--- src/rtl/fetch_pc_unit_pkg.sv ---
// Shared types and helpers for the fetch PC unit and its branch target buffer.
package fetch_pc_unit_pkg;

    localparam int unsigned DEFAULT_ADDR_WIDTH  = 32;
    localparam int unsigned DEFAULT_INSTR_BYTES = 4;

    typedef logic [DEFAULT_ADDR_WIDTH-1:0] rom_address_t;
    typedef logic [1:0] bp_counter_t;

    localparam bp_counter_t CTR_WEAK_TAKEN = 2'b10;

    function automatic bp_counter_t ctr_inc(input bp_counter_t c);
        return (c == 2'b11) ? 2'b11 : c + 2'b01;
    endfunction

    function automatic bp_counter_t ctr_dec(input bp_counter_t c);
        return (c == 2'b00) ? 2'b00 : c - 2'b01;
    endfunction

endpackage

--- src/rtl/fetch_pc_unit_if.sv ---
// Fetch-side bus: control from the execute stage in, fetch address and prediction out.
interface fetch_pc_unit_if #(
    parameter int unsigned ADDR_WIDTH = 32
);
    logic                  stall;
    logic                  redirect_valid;
    logic [ADDR_WIDTH-1:0] redirect_pc;
    logic                  update_valid;
    logic [ADDR_WIDTH-1:0] update_pc;
    logic [ADDR_WIDTH-1:0] update_target;
    logic                  update_taken;
    logic [ADDR_WIDTH-1:0] current_pc;
    logic [ADDR_WIDTH-1:0] next_pc;
    logic                  pred_taken;
    logic [ADDR_WIDTH-1:0] pred_target;

    modport master (
        output stall, redirect_valid, redirect_pc,
        output update_valid, update_pc, update_target, update_taken,
        input  current_pc, next_pc, pred_taken, pred_target
    );

    modport slave (
        input  stall, redirect_valid, redirect_pc,
        input  update_valid, update_pc, update_target, update_taken,
        output current_pc, next_pc, pred_taken, pred_target
    );
endinterface

--- src/rtl/fetch_pc_unit_branch_target_buffer.sv ---
// Direct-mapped BTB with 2-bit saturating counters; lookup is combinational and
// sees pre-update state when an update hits the same index in the same cycle.
module branch_target_buffer
    import fetch_pc_unit_pkg::*;
#(
    parameter int unsigned ADDR_WIDTH  = 32,
    parameter int unsigned BTB_ENTRIES = 16,
    parameter int unsigned INSTR_BYTES = 4
) (
    input  logic                  clk,
    input  logic                  reset,
    input  logic [ADDR_WIDTH-1:0] lookup_pc,
    output logic                  pred_taken,
    output logic [ADDR_WIDTH-1:0] pred_target,
    input  logic                  update_valid,
    input  logic [ADDR_WIDTH-1:0] update_pc,
    input  logic [ADDR_WIDTH-1:0] update_target,
    input  logic                  update_taken
);
    localparam int unsigned OFF  = $clog2(INSTR_BYTES);
    localparam int unsigned IDX  = $clog2(BTB_ENTRIES);
    localparam int unsigned TAGW = ADDR_WIDTH - IDX - OFF;

    logic [BTB_ENTRIES-1:0] valid_r;
    logic [TAGW-1:0]        tag_r    [BTB_ENTRIES];
    logic [ADDR_WIDTH-1:0]  target_r [BTB_ENTRIES];
    bp_counter_t            ctr_r    [BTB_ENTRIES];

    logic [IDX-1:0]  lk_idx_s;
    logic [TAGW-1:0] lk_tag_s;
    logic [IDX-1:0]  up_idx_s;
    logic [TAGW-1:0] up_tag_s;
    logic            up_hit_s;

    assign lk_idx_s = lookup_pc[IDX+OFF-1:OFF];
    assign lk_tag_s = lookup_pc[ADDR_WIDTH-1:IDX+OFF];
    assign up_idx_s = update_pc[IDX+OFF-1:OFF];
    assign up_tag_s = update_pc[ADDR_WIDTH-1:IDX+OFF];
    assign up_hit_s = valid_r[up_idx_s] && (tag_r[up_idx_s] == up_tag_s);

    // Instruction-offset bits never take part in indexing or tagging.
    generate
        if (OFF > 0) begin : g_offset
            logic unused_offset_s;
            assign unused_offset_s = ^{lookup_pc[OFF-1:0], update_pc[OFF-1:0]};
        end
    endgenerate

    // Lookup on the fetch address; target is forced to zero unless predicting taken.
    always_comb begin
        pred_taken  = 1'b0;
        pred_target = '0;
        if (valid_r[lk_idx_s] && (tag_r[lk_idx_s] == lk_tag_s) && ctr_r[lk_idx_s][1]) begin
            pred_taken  = 1'b1;
            pred_target = target_r[lk_idx_s];
        end else begin
            pred_taken  = 1'b0;
            pred_target = '0;
        end
    end

    // Training: counters saturate on hits, taken misses allocate weakly-taken.
    always_ff @(posedge clk or negedge reset) begin
        if (!reset) begin
            valid_r <= '0;
            for (int i = 0; i < int'(BTB_ENTRIES); i++) begin
                tag_r[i]    <= '0;
                target_r[i] <= '0;
                ctr_r[i]    <= 2'b00;
            end
        end else if (update_valid) begin
            if (up_hit_s) begin
                if (update_taken) begin
                    ctr_r[up_idx_s]    <= ctr_inc(ctr_r[up_idx_s]);
                    target_r[up_idx_s] <= update_target;
                end else begin
                    ctr_r[up_idx_s] <= ctr_dec(ctr_r[up_idx_s]);
                end
            end else if (update_taken) begin
                valid_r[up_idx_s]  <= 1'b1;
                tag_r[up_idx_s]    <= up_tag_s;
                target_r[up_idx_s] <= update_target;
                ctr_r[up_idx_s]    <= CTR_WEAK_TAKEN;
            end
        end
    end
endmodule

--- src/rtl/fetch_pc_unit.sv ---
// Fetch program counter: redirect > stall > predicted target > sequential.
module fetch_pc_unit
    import fetch_pc_unit_pkg::*;
#(
    parameter int unsigned           ADDR_WIDTH  = DEFAULT_ADDR_WIDTH,
    parameter int unsigned           BTB_ENTRIES = 16,
    parameter logic [ADDR_WIDTH-1:0] RESET_PC    = '0,
    parameter int unsigned           INSTR_BYTES = DEFAULT_INSTR_BYTES
) (
    input  logic            clk,
    input  logic            reset,
    fetch_pc_unit_if.slave  bus
);
    logic [ADDR_WIDTH-1:0] current_pc_r;
    logic [ADDR_WIDTH-1:0] next_pc_s;
    logic [ADDR_WIDTH-1:0] pc_d_s;
    logic                  pred_taken_s;
    logic [ADDR_WIDTH-1:0] pred_target_s;

    assign next_pc_s = current_pc_r + ADDR_WIDTH'(INSTR_BYTES);

    branch_target_buffer #(
        .ADDR_WIDTH  (ADDR_WIDTH),
        .BTB_ENTRIES (BTB_ENTRIES),
        .INSTR_BYTES (INSTR_BYTES)
    ) u_btb (
        .clk           (clk),
        .reset         (reset),
        .lookup_pc     (current_pc_r),
        .pred_taken    (pred_taken_s),
        .pred_target   (pred_target_s),
        .update_valid  (bus.update_valid),
        .update_pc     (bus.update_pc),
        .update_target (bus.update_target),
        .update_taken  (bus.update_taken)
    );

    // Next fetch address selection.
    always_comb begin
        pc_d_s = next_pc_s;
        if (bus.redirect_valid) begin
            pc_d_s = bus.redirect_pc;
        end else if (bus.stall) begin
            pc_d_s = current_pc_r;
        end else if (pred_taken_s) begin
            pc_d_s = pred_target_s;
        end else begin
            pc_d_s = next_pc_s;
        end
    end

    // PC register.
    always_ff @(posedge clk or negedge reset) begin
        if (!reset) begin
            current_pc_r <= RESET_PC;
        end else begin
            current_pc_r <= pc_d_s;
        end
    end

    assign bus.current_pc  = current_pc_r;
    assign bus.next_pc     = next_pc_s;
    assign bus.pred_taken  = pred_taken_s;
    assign bus.pred_target = pred_target_s;
endmodule

--- src/flat_wrapper.sv ---
// flat-port wrapper written by rule: the top's interface ports become plain ports
module fetch_pc_unit_flat import fetch_pc_unit_pkg::*;
#(
    parameter int unsigned           ADDR_WIDTH  = DEFAULT_ADDR_WIDTH,
    parameter int unsigned           BTB_ENTRIES = 16,
    parameter logic [ADDR_WIDTH-1:0] RESET_PC    = '0,
    parameter int unsigned           INSTR_BYTES = DEFAULT_INSTR_BYTES
)
  (clk, reset, bus_stall, bus_redirect_valid, bus_redirect_pc, bus_update_valid, bus_update_pc, bus_update_target, bus_update_taken, bus_current_pc, bus_next_pc, bus_pred_taken, bus_pred_target);
  fetch_pc_unit_if #(.ADDR_WIDTH(ADDR_WIDTH)) bus_i ();
  input  logic clk;
  input  logic reset;
  input wire logic [$bits(bus_i.stall)-1:0] bus_stall;
  input wire logic [$bits(bus_i.redirect_valid)-1:0] bus_redirect_valid;
  input wire logic [$bits(bus_i.redirect_pc)-1:0] bus_redirect_pc;
  input wire logic [$bits(bus_i.update_valid)-1:0] bus_update_valid;
  input wire logic [$bits(bus_i.update_pc)-1:0] bus_update_pc;
  input wire logic [$bits(bus_i.update_target)-1:0] bus_update_target;
  input wire logic [$bits(bus_i.update_taken)-1:0] bus_update_taken;
  output wire logic [$bits(bus_i.current_pc)-1:0] bus_current_pc;
  output wire logic [$bits(bus_i.next_pc)-1:0] bus_next_pc;
  output wire logic [$bits(bus_i.pred_taken)-1:0] bus_pred_taken;
  output wire logic [$bits(bus_i.pred_target)-1:0] bus_pred_target;
  assign bus_i.stall = bus_stall;
  assign bus_i.redirect_valid = bus_redirect_valid;
  assign bus_i.redirect_pc = bus_redirect_pc;
  assign bus_i.update_valid = bus_update_valid;
  assign bus_i.update_pc = bus_update_pc;
  assign bus_i.update_target = bus_update_target;
  assign bus_i.update_taken = bus_update_taken;
  assign bus_current_pc = bus_i.current_pc;
  assign bus_next_pc = bus_i.next_pc;
  assign bus_pred_taken = bus_i.pred_taken;
  assign bus_pred_target = bus_i.pred_target;
  fetch_pc_unit #(.ADDR_WIDTH(ADDR_WIDTH), .BTB_ENTRIES(BTB_ENTRIES), .RESET_PC(RESET_PC), .INSTR_BYTES(INSTR_BYTES)) u_core (.clk(clk), .reset(reset), .bus(bus_i));
endmodule
--- config.mk ---
export PLATFORM = sky130hd
export DESIGN_NAME = fetch_pc_unit_flat
export DESIGN_NICKNAME = d
export VERILOG_FILES = /design/src/rtl/fetch_pc_unit_pkg.sv /design/src/rtl/fetch_pc_unit_if.sv /design/src/rtl/fetch_pc_unit_branch_target_buffer.sv /design/src/rtl/fetch_pc_unit.sv /design/src/flat_wrapper.sv
export SDC_FILE = /design/constraint.sdc
export NUM_CORES = 2
export LEC_CHECK = 0
export BUFFER_PORTS_ARGS = -buffer_cell sky130_fd_sc_hd__buf_4
export CORE_MARGIN = 1
export CORE_UTILIZATION = 35
export CTS_CLUSTER_DIAMETER = 60
export DETAILED_ROUTE_END_ITERATION = 10
export SLEW_MARGIN = 20
export SYNTH_ARGS = -nofsm -noshare
export SYNTH_HDL_FRONTEND = slang
export SYNTH_SLANG_ARGS = --single-unit
--- constraint.sdc ---
create_clock -name clk -period 5 [get_ports clk]
set_input_delay 0.5 -clock clk [delete_from_list [all_inputs] [get_ports clk]]
set_output_delay 0.5 -clock clk [all_outputs]
set_load 0.02 [all_outputs]
==> flow_metrics.env <==
export IMPL_tns_ps=0
export IMPL_drc=0
export IMPL_h_tree_depth=3
export IMPL_path_max_fanout=38
export IMPL_grt_usage=0.2299
export IMPL_grt_max_degree=139
export IMPL_clock_sinks=1008
export IMPL_synth_edf_count=0
export IMPL_end_kind="output pin"
export IMPL_slowest_stage="dfrtp_4"
export IMPL_cts_tree="done"
export IMPL_reg2regPathDepth=10
export IMPL_slew_headroom=0.3582
export IMPL_synthDistinctLibCells=71
export IMPL_synth_seq_area_share=0.4821
export IMPL_dieHeight_um=388.7
export IMPL_drt_iter0_drc=3167
export IMPL_post_route_util=0.4132
export IMPL_period_needed_ps=4959
export IMPL_synth_commonest_cells="1008 x dfrtp_1, 651 x mux2_2, 484 x nand2_1"
export IMPL_yosysWarnings=0
export IMPL_fin_worst_skew_ps=42.35
export IMPL_antenna_found_initial=20
export IMPL_fin_crit_sh=0.9918
export IMPL_synth_largest_area_cell="dfrtp_1"
export IMPL_worst_pin_slew_ps=955.9
export IMPL_port_buffers=196
export IMPL_die_area_sq_um=151100
export IMPL_final_nets=4190
export IMPL_routabilityCongestion=0.9009
export IMPL_cts_buffers_inserted=107
export IMPL_cap_viol_max_count=0
export IMPL_ys_top_cells_by_area="dfrtp_1 48%, mux2_2 14%, mux4_2 14%"
export IMPL_status="completed"
export IMPL_cp_start_kind="register"
export IMPL_fp_coreArea_sq_um=148000
export IMPL_holdPathStages=3
export IMPL_rows=141
export IMPL_power_density_nw_per_um2=416.6
export IMPL_vias=35320
export IMPL_viasPerCell=5.781
export IMPL_fmax_mhz=201.6
export IMPL_setup_viol=0
export IMPL_leakage_nw=27.11
export IMPL_max_vdd_ir_drop_mv=0.2932
export IMPL_gr_total_overflow=0
export IMPL_max_stage_delay_ps=730
export IMPL_synth_top_area_frac=0.4821
export IMPL_path_class="register to output pin"
export IMPL_place_ws_ps=219.1
export IMPL_insertion_delay_ps=760
export IMPL_whs_endpoint="u_core.bus.current_pc[10]$_DFFE_PN0P_"
export IMPL_slew_violations=0
export IMPL_hpwl_mm=110.2
export IMPL_syn_num_nets=3997
export IMPL_finalHoldViolCount=0
export IMPL_synth_seq_cells=1008
export IMPL_drive_above_1_share=0.4346
export IMPL_arrival_ps=4460
export IMPL_routed_wl_mm=174.1
export IMPL_grt_pass1_wl_mm=256.1
export IMPL_hold_start="bus_redirect_pc[10]"
export IMPL_finalNonFillerCells=6109
export IMPL_regToRegEndpoint="u_core.u_btb.tag_r[279]$_DFFE_PN0P_"
export IMPL_path_delay_family="simple AND/OR/NAND/NOR gates"
export IMPL_grt_pass1_vias=35620
export IMPL_syn_inst=3894
export IMPL_dr_pass1_iters=6
export IMPL_r2r_setup_slack_ps=680
export IMPL_wl_per_cell_um=28.50
export IMPL_p_total_mw=25.48
export IMPL_cts_buffer_depth=3
export IMPL_cts_clk_slew_worst_paths_ps=60
export IMPL_hp_class="input pin to register"
export IMPL_setup_slack_ps=40.87
export IMPL_dp_cells=5875
export IMPL_die_w_um=388.7
export IMPL_antenna_left=0
export IMPL_r2r_start="u_core.u_btb.tag_r[298]$_DFFE_PN0P_"
export IMPL_async_flop_share=1.000
export IMPL_ys_flop_type="dfrtp_1"
export IMPL_syn_area_sq_um=52330
export IMPL_syn2layout_area_growth_pct=16.89
export IMPL_yosysMostFrequentCell="dfrtp_1"
export IMPL_pin_count=199
export IMPL_initial_core_util=0.3535
export IMPL_critPathRequiredTime_ps=4500
export IMPL_worstPathCellList="buf_12 > ha_1 > and4_1 > and3_1 > nand2b_1 > nor2_1 > nand2_1 > xnor2_1 > buf_4"
export IMPL_clock_root_buffer="clkbuf_16"
export IMPL_path_buf_inv=2
export IMPL_syn_avg_cell_area_sq_um=13.44
-- kinds of logic (layout without fill, tap and decap cells) --
| family | count (synthesis) | after routing | synth area share |
|---|---|---|---|
| AOI/OAI and AO/OA | 311 | 311 | 0.03931 |
| xor gates and xnor gates | 65 | 65 | 0.01088 |
| adders and majority gates | 3 | 3 | 0.0006217 |
| buffers and inverters | 389 | 671 | 0.03580 |
| DFF | 1008 | 1008 | 0.4821 |
| muxes | 1324 | 1324 | 0.3629 |
| other | 0 | 3 | 0 |
| and+or+nand+nor | 794 | 794 | 0.06846 |
-- layout by cell type, fill, tap and decap left out, types with 15 or more instances in the layout --
master,Yosys,final
bufinv_16,0,15
xor2_1,18,18
nor3_1,20,19
mux2_4,190,190
clkinv_2,0,17
clkbuf_8,0,22
nand3_1,41,41
mux2_1,23,23
o211ai_1,15,15
a21oi_1,98,97
xnor2_1,47,45
a22oi_1,40,40
and3_1,38,38
dlygate4sd3_1,0,20
o21ai_1,19,20
nor2_4,5,20
inv_1,46,44
dfrtp_1,1008,1004
clkbuf_16,0,108
nor2_1,88,74
o21ai_0,29,28
nand4_1,20,20
buf_4,35,338
nor2b_1,21,18
buf_12,1,58
mux4_2,315,315
mux2_2,651,651
nand2_1,484,477
clkbuf_1,219,16
mux2i_1,145,144
-- cell type report --
cell class | count | area [sq um]
tap | 1930 | 2415
clock inverter | 52 | 769.5
antenna | 3 | 7.507
fill | 13590 | 86850
timing repair buffer | 424 | 4009
sequential | 1008 | 25240
multi-input combinational | 2497 | 25470
clock buffer | 146 | 3065
inverter | 49 | 188.9
-- registers in the layout, summed over array words and instances, names as in the netlist --
| signal | cells |
|---|---|
| u_core.bus.current_pc | 32 |
| u_core.u_btb.ctr_r | 32 |
| u_core.u_btb.tag_r | 416 |
| u_core.u_btb.target_r | 512 |
| u_core.u_btb.valid_r | 16 |
-- worst max-delay path by stage --
| stage | start | end | slack [ps] | depth (start not counted) |
|---|---|---|---|---|
| after global routing | u_core.bus.current_pc[2]$_DFFE_PN0P_ | bus_pred_target[30] | -60 | 13 |
| final | u_core.bus.current_pc[3]$_DFFE_PN0P_ | bus_next_pc[30] | 40 | 9 |
| after CTS | u_core.bus.current_pc[3]$_DFFE_PN0P_ | bus_pred_target[30] | -4 | 12 |
| after detailed placement | bus_update_pc[2] | u_core.u_btb.tag_r[279]$_DFFE_PN0P_ | 220 | 11 |
| after floorplan | u_core.bus.current_pc[2]$_DFFE_PN0P_ | bus_pred_target[10] | 1010 | 12 |
| after global placement | bus_update_pc[2] | u_core.u_btb.tag_r[279]$_DFFE_PN0P_ | 210 | 11 |
-- power breakdown --
group	internal (mW)	leakage, nW	switching, mW
logic	3.22	12.4	2.77
registers	9.69	12.8	1.08
clock network	5.10	1.87	3.62
-- layer usage --
metal	track usage	vias to the layer above	share of wire
met4	0.05864	24	0.026
li1	-	14650	-
met2	0.3394	1410	0.44
met5	0	-	0.00086
met1	0.3331	18970	0.44
met3	0.06059	265	0.089
-- metrics by stage --
| stage | cell area (sq um) | hold WS (ps) |
|---|---|---|
| CTS | 61020 | 1.654 |
| detailed placement | 56860 | 458.4 |
| global placement | 56860 | 455.8 |
| global route | 61150 | 51.47 |
| floorplan | 52330 | 204.4 |
| finish | 61160 | 56.76 |
-- worst register-to-register path: stages (launching register included) --
cell       delay, ps
dfrtp_1          400
mux4_2           490
and3_1           200
a2111oi_0        540
nand3_1          360
o2111ai_1        320
a2111oi_0        130
and4_2           330
nor3_4           810
buf_12           280
mux2_2           360
-- repair_timing --
action,4_1_cts,5_1_grt
hold buffers,20,0
pin swaps,0,2
endpoints found under the setup margin,34,34
gates resized for setup,8,14
hold endpoints to repair,97,0
buffers inserted,7,6
Power figures use the tool's default switching activity.
